==> src/rtl/rom_loader.sv <==
// ROM download loader: buffers ioctl ROM bytes, maps 16K pages to SDRAM banks,
// issues acknowledged boot writes and holds system reset until loading settles.
module rom_loader #(
  parameter int unsigned FIFO_DEPTH  = 4,
  parameter int unsigned HOLD_CYCLES = 1024
) (
  input  logic        CLK,
  input  logic        RESET_n,
  input  logic        ioctl_download,
  input  logic [7:0]  ioctl_index,
  input  logic        ioctl_wr,
  input  logic [24:0] ioctl_addr,
  input  logic [7:0]  ioctl_dout,
  input  logic        mem_ack,
  output logic        boot_wr,
  output logic [22:0] boot_a,
  output logic [7:0]  boot_dout,
  output logic        reset_out,
  output logic        load_done,
  output logic        overflow,
  output logic [15:0] dropped_cnt
);

  localparam int unsigned AW = $clog2(FIFO_DEPTH);
  localparam int unsigned CW = (HOLD_CYCLES > 1) ? $clog2(HOLD_CYCLES) : 1;

  typedef struct packed {
    logic [22:0] addr;
    logic [7:0]  data;
  } entry_t;

  typedef enum logic [1:0] {IDLE, LOAD, DRAIN, HOLD} state_t;

  state_t        state, state_d;
  logic [CW-1:0] cnt, cnt_d;
  logic          rom_dl, rom_dl_q, dl_rise;
  logic          enter_load, done_d;

  entry_t        mem [FIFO_DEPTH];
  logic [AW:0]   wr_ptr, rd_ptr;
  logic          empty, full;
  logic [10:0]   page;
  logic [8:0]    bank;
  logic          wr_evt, in_range, push, pop, lost, drop;
  entry_t        push_entry, head;

  assign rom_dl  = ioctl_download & (ioctl_index == 8'd0);
  assign dl_rise = rom_dl & ~rom_dl_q;

  assign empty = (wr_ptr == rd_ptr);
  assign full  = (wr_ptr[AW-1:0] == rd_ptr[AW-1:0]) && (wr_ptr[AW] != rd_ptr[AW]);

  assign page     = ioctl_addr[24:14];
  assign in_range = (page <= 11'd2);
  assign wr_evt   = (state == LOAD) & rom_dl & ioctl_wr;
  assign pop      = ~boot_wr & ~empty & ((state == LOAD) | (state == DRAIN));
  // A pop in the same cycle frees the slot a push on a full FIFO needs
  assign push     = wr_evt & in_range & (~full | pop);
  assign lost     = wr_evt & in_range & full & ~pop;
  assign drop     = wr_evt & ~in_range;

  always_comb begin
    bank = 9'h000;
    case (page[1:0])
      2'd0:    bank = 9'h000;
      2'd1:    bank = 9'h100;
      default: bank = 9'h107;
    endcase
  end

  assign push_entry = '{addr: {bank, ioctl_addr[13:0]}, data: ioctl_dout};
  assign head       = mem[rd_ptr[AW-1:0]];

  // Next-state logic; a new download during HOLD abandons the settle count
  always_comb begin
    state_d    = state;
    cnt_d      = cnt;
    done_d     = 1'b0;
    enter_load = 1'b0;
    case (state)
      IDLE: begin
        if (dl_rise) begin
          state_d    = LOAD;
          enter_load = 1'b1;
        end
      end
      LOAD: begin
        if (!rom_dl) state_d = DRAIN;
      end
      DRAIN: begin
        if (empty && !boot_wr) begin
          state_d = HOLD;
          cnt_d   = CW'(HOLD_CYCLES - 1);
        end
      end
      HOLD: begin
        if (dl_rise) begin
          state_d    = LOAD;
          enter_load = 1'b1;
        end else if (cnt == '0) begin
          state_d = IDLE;
          done_d  = 1'b1;
        end else begin
          cnt_d = cnt - CW'(1);
        end
      end
      default: state_d = IDLE;
    endcase
  end

  always_ff @(posedge CLK or negedge RESET_n) begin
    if (!RESET_n) begin
      state     <= IDLE;
      cnt       <= '0;
      rom_dl_q  <= 1'b0;
      reset_out <= 1'b0;
      load_done <= 1'b0;
    end else begin
      state     <= state_d;
      cnt       <= cnt_d;
      rom_dl_q  <= rom_dl;
      reset_out <= (state_d != IDLE);
      load_done <= done_d;
    end
  end

  always_ff @(posedge CLK) begin
    if (push) mem[wr_ptr[AW-1:0]] <= push_entry;
  end

  // FIFO pointers, SDRAM write handshake and download statistics
  always_ff @(posedge CLK or negedge RESET_n) begin
    if (!RESET_n) begin
      wr_ptr      <= '0;
      rd_ptr      <= '0;
      boot_wr     <= 1'b0;
      boot_a      <= '0;
      boot_dout   <= '0;
      overflow    <= 1'b0;
      dropped_cnt <= '0;
    end else begin
      if (push) wr_ptr <= wr_ptr + (AW+1)'(1);
      if (pop) begin
        rd_ptr    <= rd_ptr + (AW+1)'(1);
        boot_wr   <= 1'b1;
        boot_a    <= head.addr;
        boot_dout <= head.data;
      end else if (boot_wr && mem_ack) begin
        boot_wr <= 1'b0;
      end
      if (enter_load)  overflow <= 1'b0;
      else if (lost)   overflow <= 1'b1;
      if (enter_load) dropped_cnt <= '0;
      else if (drop && dropped_cnt != 16'hFFFF) dropped_cnt <= dropped_cnt + 16'd1;
    end
  end

endmodule

==> config.mk <==
export PLATFORM = sky130hd
export DESIGN_NAME = rom_loader
export DESIGN_NICKNAME = d
export VERILOG_FILES = /design/src/rtl/rom_loader.sv
export SDC_FILE = /design/constraint.sdc
export NUM_CORES = 1
export LEC_CHECK = 0
export ABC_AREA = 1
export CAP_MARGIN = 20
export CORE_MARGIN = 2
export CORE_UTILIZATION = 50
export CTS_CLUSTER_DIAMETER = 40
export CTS_CLUSTER_SIZE = 25
export DETAILED_ROUTE_END_ITERATION = 12
export PLACE_DENSITY = 0.82
export SLEW_MARGIN = 15
export SYNTH_ARGS = -nofsm -noshare
export SYNTH_HDL_FRONTEND = slang
export SYNTH_SLANG_ARGS = --single-unit
==> constraint.sdc <==
create_clock -name CLK -period 4.04 [get_ports CLK]
set_clock_uncertainty 0.1 [all_clocks]
set_input_delay 0.606 -clock CLK [delete_from_list [all_inputs] [get_ports CLK]]
set_output_delay 0.606 -clock CLK [all_outputs]
set_load 0.05 [all_outputs]
### Word-level counts from Yosys, hierarchy flattened

Memories as Yosys holds them, arrays and structs flattened. A register that Yosys moved wholly into a read port is not among the register bits.
Cells that the tools add are included.

* flip-flop bits (word level): 39
* latch bits: 0
* RAM bits: 124
* ROM bits: 0
* input port bits: 46
* output and inout bits: 51
* word-level logic and storage cells: 87
* memories kept: 1

Memories
* mem: words 4, width 31, read ports 1, clocked after Yosys merged registers in 1, wr ports 1, line 39 `entry_t mem [FIFO_DEPTH];`

* add/subtract/negate cells: 4
* multipliers: 0
* divide/modulo/power cells: 0
* magnitude comparators: 1
* eq/ne operators: 11
* shifts and indexed selects: 0
* mux-type cells: 24
* bitwise operators: 19
* reductions and logical operators: 17

Operators by type and width (number)
* $mux 16: 2
* $mux 10: 3
* $pmux 10 s2: 1
* $pmux 9 s2: 1
* $add 16x1->16 const B: 1
* $ne 16x16->1 const B: 1
* $and 1x1->1: 11
* $le 11x2->1 const B: 1
* $mux 1: 11
* $logic_not 10->1: 1
* $mux 2: 5
* $reduce_bool 2->1: 5
* $sub 10x1->10 const B: 1
* $logic_not 8->1: 1
* $pmux 2 s4: 1
* $add 3x1->3 const B: 2
* $not 1->1: 6
* $eq 2x1->1 const B: 2
* $eq 2x2->1 const B: 2
* $logic_and 1x1->1: 4
* $logic_not 2->1: 2
* $ne 2x2->1 const B: 2
* $reduce_and 4->1: 1
* $eq 3x3->1: 1
* other kinds (6): 8

### Depth between registers and ports, before layout

* depth after elaboration: 9
* depth in mapped cells: 10
* gate-level depth less buffers: 10

### Least setup slack after synthesis

No wires, ideal clock.

* kind: input to register
* from: input port ioctl_index[3]
* to: memory mem[0][0] in the netlist's numbering (enable)
* library setup time: 0.405 ns
* arrival: 2.483 ns
* required time: 3.535 ns
* setup slack: 1.052 ns
* stages: 8
* path buffers: 0
* cells stage by stage: or2_4 > nor2_4 > nand2_1 > inv_1 > nand3_2 > nor2_4 > nand2_4 > nor2_1

* word-level cells in the longest chain between the ends: 8

Ends and longest elaborated chain
* start: declaration: line 10 `input logic [7:0] ioctl_index,`
* $logic_not 8->1: line 47 `assign rom_dl = ioctl_download & (ioctl_index == 8'd0);`
* $and 1x1->1: line 47
* named net rom_dl: line 36 `logic rom_dl, rom_dl_q, dl_rise;`
* $and 1x1->1 (2 in series): line 55 `assign wr_evt = (state == LOAD) & rom_dl & ioctl_wr;`
* $and 1x1->1 (2 in series): line 58 `assign push = wr_evt & in_range & (~full | pop);`
* $mux 1: line 128 `if (push) mem[wr_ptr[AW-1:0]] <= push_entry;`
* $mux 1 (not written as such): line 128
* end: declaration: line 39

The timed path passes the listed nets, and every way through them passes these cells.

### Worst setup path after layout

* from: register rd_ptr[0]
* to: register boot_a[12] (read register of mem)

* word-level cells in the longest chain between the ends: 4

Ends and longest elaborated chain
* start: declaration: line 40 `logic [AW:0] wr_ptr, rd_ptr;`
* start signal: assignment: line 144 `rd_ptr <= rd_ptr + (AW+1)'(1);`
* $eq 3x3->1: line 50 `assign empty = (wr_ptr == rd_ptr);`
* $not 1->1: line 56 `assign pop = ~boot_wr & ~empty & ((state == LOAD) | (state == DRAIN));`
* $and 1x1->1 (2 in series): line 56
* end: declaration: line 16 `output logic [22:0] boot_a,`

Parallel ways exist; a longest one is shown, timed or not.
A chain may end at the register's enable or synchronous reset.

==> results_dict.tcl <==
set metrics [dict create \
    startpoint_type "register" \
    synth_edf_count 96 \
    num-fill-cells 1141 \
    path_buf_inv 3 \
    dr.first_iter.drc_count 452 \
    tns_ns 0 \
    ys_ff_latch 159 \
    maxCapViolCount 0 \
    cp_common_cell "inv_1" \
    cp_slowest_cell "inv_1" \
    min_period_ns 2.70 \
    status "finished clean" \
    hpwl_microns 9490 \
    place_inst 970 \
    clk_pin_slew_worst_paths_ns 0.06 \
    synth_mux_area_frac 0 \
    worstSetupPathType "register to register" \
    rsz0062_at_grt "false" \
    dieArea_sq_um 15600 \
    setup_ws_ns 1.34 \
    grt_pass1_wl_microns 24400 \
    die_w_microns 125 \
    hold_ws_ns 0.0652 \
    reg2reg_from "rd_ptr[0]" \
    drive_above_1_share 0.0844 \
    timing.critical_path.to "boot_a[12]" \
    cp_data_arrival_time_ns 2.95 \
    fmax_mhz 370 \
    synth_area_sq_um 7320 \
    cp_max_fo 28 \
    cts_buffers 17 \
    clkPwrFrac 0.411 \
    synthFlopType "edfxtp_1" \
    fin_cells 1002 \
    first_pass_iters 5 \
    area_growth_pct 22.1 \
    drt_wl_total_microns 14800 \
    cts_max_level 4 \
    place_congestion 0.904 \
    cts-resized-gates 0 \
    num_antenna_cells 0 \
    hold_viol_final 0 \
    clockBufferDepth 2 \
    start_util 0.507 \
    crit_start "rd_ptr[0]" \
    relSlewSlack 0.427 \
    async_reset_ff_frac 0.396 \
    post_cts_buffers 0 \
    r2r-end "boot_a[12]" \
    synthSimpleGateAreaFrac 0.210 \
    path_cells "inv_1 > buf_4 > nor2_1 > o32ai_1 > inv_1 > o21ai_1" \
    p_leak_nw 3.63 \
    r2r_cells 6 \
    pwr-share-comb 0.118 \
    synthesis.instances 716 \
    path_depth 6 \
    internal-power_mw 2.97 \
    synth-compound-area-share 0.0790 \
    final_max_slew_viol_count 0 \
    nets 862 \
    finalSetupViolCount 0 \
    synth_top_family_by_area "simple AND/OR/NAND/NOR gates" \
    worstSetupEndpointType "register" \
    grt_pass1_vias 4910 \
    overflow 0 \
    ctsHoldBuffers 0 \
    power_density_nw_per_um2 441 \
    wl_per_cell_microns 14.7 \
    required_ns 4.29 \
    die_h_microns 125 \
    clk_latency_ns 0.42 \
    port_buffers 91 \
    rows 44 \
    crit_family "buffers and inverters" \
    max_stage_delay_ns 0.79 \
    switching_share 0.248 \
    grt_max_degree 52 \
    cts.sinks 159 \
    yosys.cell_types.count 42 \
    hp-class "input pin to async pin" \
    power_mw 3.95 \
    via_per_inst 5.24 \
    p_switching_mw 0.979 \
    yosys_warnings 0 \
    io-pin-count 97 \
    grt_antenna_before_repair 0 \
    rrSetupSlack_ns 1.34 \
    seq_power_share 0.470 \
    synth_fa_ha_area_frac 0.0188 \
    remaining_drc_errors 0 \
    synth_xor_xnor_area_share 0.0192 \
    core_sq_um 14400 \
    root_buffer "clkbuf_16" \
    ant_nets 0 \
    ir_drop_mv 0.301 \
    place_worst_setup_slack_ns 1.03 \
    grtUsageTotal 0.195 \
    num_vias 5250 \
    finalCritPeriodShare 0.668 \
    avgSynthCellArea_sq_um 10.2 \
    cts_tree "built" \
    tightest_slew_ns 0.859 \
    ys_seq_area_frac 0.609 \
]
[synthesized netlist by cell type (11+ instances only)]
library cell	instances	area, sq um
o21ai_0	54	270
dfrtp_1	63	1580
xor2_1	12	105
nand2_1	133	499
nor2_1	119	447
buf_4	11	82.6
nand3_1	39	195
o32ai_1	24	210
edfxtp_1	96	2880
inv_1	64	240
ha_1	11	138
[sequential cells by signal (all words and copies together) (netlist names)]
name and cells:
wr_ptr 3, rom_dl_q 1, reset_out 1, mem 96, rd_ptr 3, state 2, boot_wr 1, cnt 10
boot_dout 8, dropped_cnt 16, overflow 1, load_done 1, boot_a 16
[cell families after synthesis]
| kind of cell | after synthesis |
|---|---|
| other | 1 |
| XOR/XNOR | 16 |
| AO/OA/AOI/OAI | 94 |
| flip-flops | 159 |
| adder cells (fa/ha/maj) | 11 |
| buffers and inverters | 100 |
| AND/OR/NAND/NOR | 335 |
[per-stage QoR]
stage | utilization | instance area (sq um)
after detailed placement | 0.578 | 8340
after global routing | 0.620 | 8940
final | 0.620 | 8940
after CTS | 0.620 | 8940
after floorplan | - | 7330
after global placement | 0.578 | 8340
[routing by layer]
metal	track usage	wire, microns
met4	0.0686	279
met5	0	0
met1	0.262	6520
met3	0.0513	944
met2	0.311	7030
[power by group through the flow]
stage | Sequential [mW] | Combinational (mW) | Clock (mW)
6_report | 1.86 | 0.466 | 1.62
3_5_place_dp | 1.88 | 0.467 | 0
3_3_place_gp | 1.88 | 0.451 | 0
5_1_grt | 1.87 | 0.533 | 1.70
2_1_floorplan | 1.89 | 0.317 | 0
4_1_cts | 1.85 | 0.466 | 1.65
[worst register-to-register path, cell delays in order, from the launching register on]
cell,delay [ns]
dfrtp_1,0.70
inv_1,0.80
buf_4,0.40
nor2_1,0.08
o32ai_1,0.33
inv_1,0.09
o21ai_1,0.13
[layout by cell type, fill, tap and decap left out, types with 2 or more instances in the layout]
master             n
nand2_1          133
nor2_1           115
edfxtp_1          96
clkdlybuf4s50_1   90
inv_1             64
dfrtp_1           63
o21ai_0           54
nand3_1           39
o32ai_1           24
clkbuf_16         17
xor2_1            12
ha_1              11
nand4_1           10
o21ai_1           10
buf_4              9
nand3_2            6
clkbuf_1           6
or2_2              5
nor2_2             5
conb_1             5
nor2_4             4
xnor2_1            4
nor3_1             4
inv_6              4
a21oi_1            3
nand3b_1           3
bufinv_16          3
nand3_4            2
nand2_2            2
o21ai_4            2
[how the worst min path moves through the flow]
stage / startpoint / endpoint / slack, ns / cells after the start
after floorplan: RESET_n / boot_a[0] / 0.21 / 0
after global placement: boot_a[22] / boot_a[22] / 0.37 / 2
after detailed placement: boot_a[22] / boot_a[22] / 0.37 / 2
after CTS: RESET_n / cnt[5] / 0.07 / 1
after global routing: RESET_n / cnt[1] / 0.1 / 1
final: RESET_n / cnt[1] / 0.07 / 1
[final cells by class]
type / count / area (sq um) / area share
inverters: 66 / 253 / 0.0283
repair buffers: 100 / 973 / 0.109
clock buffers: 24 / 462 / 0.0517
well taps: 184 / 230 / 0.0258
flip-flops and latches: 159 / 4460 / 0.499
clock inverters: 8 / 133 / 0.0148
multi-input cells: 461 / 2430 / 0.272
No activity file was read; power rests on OpenSTA's default activity.
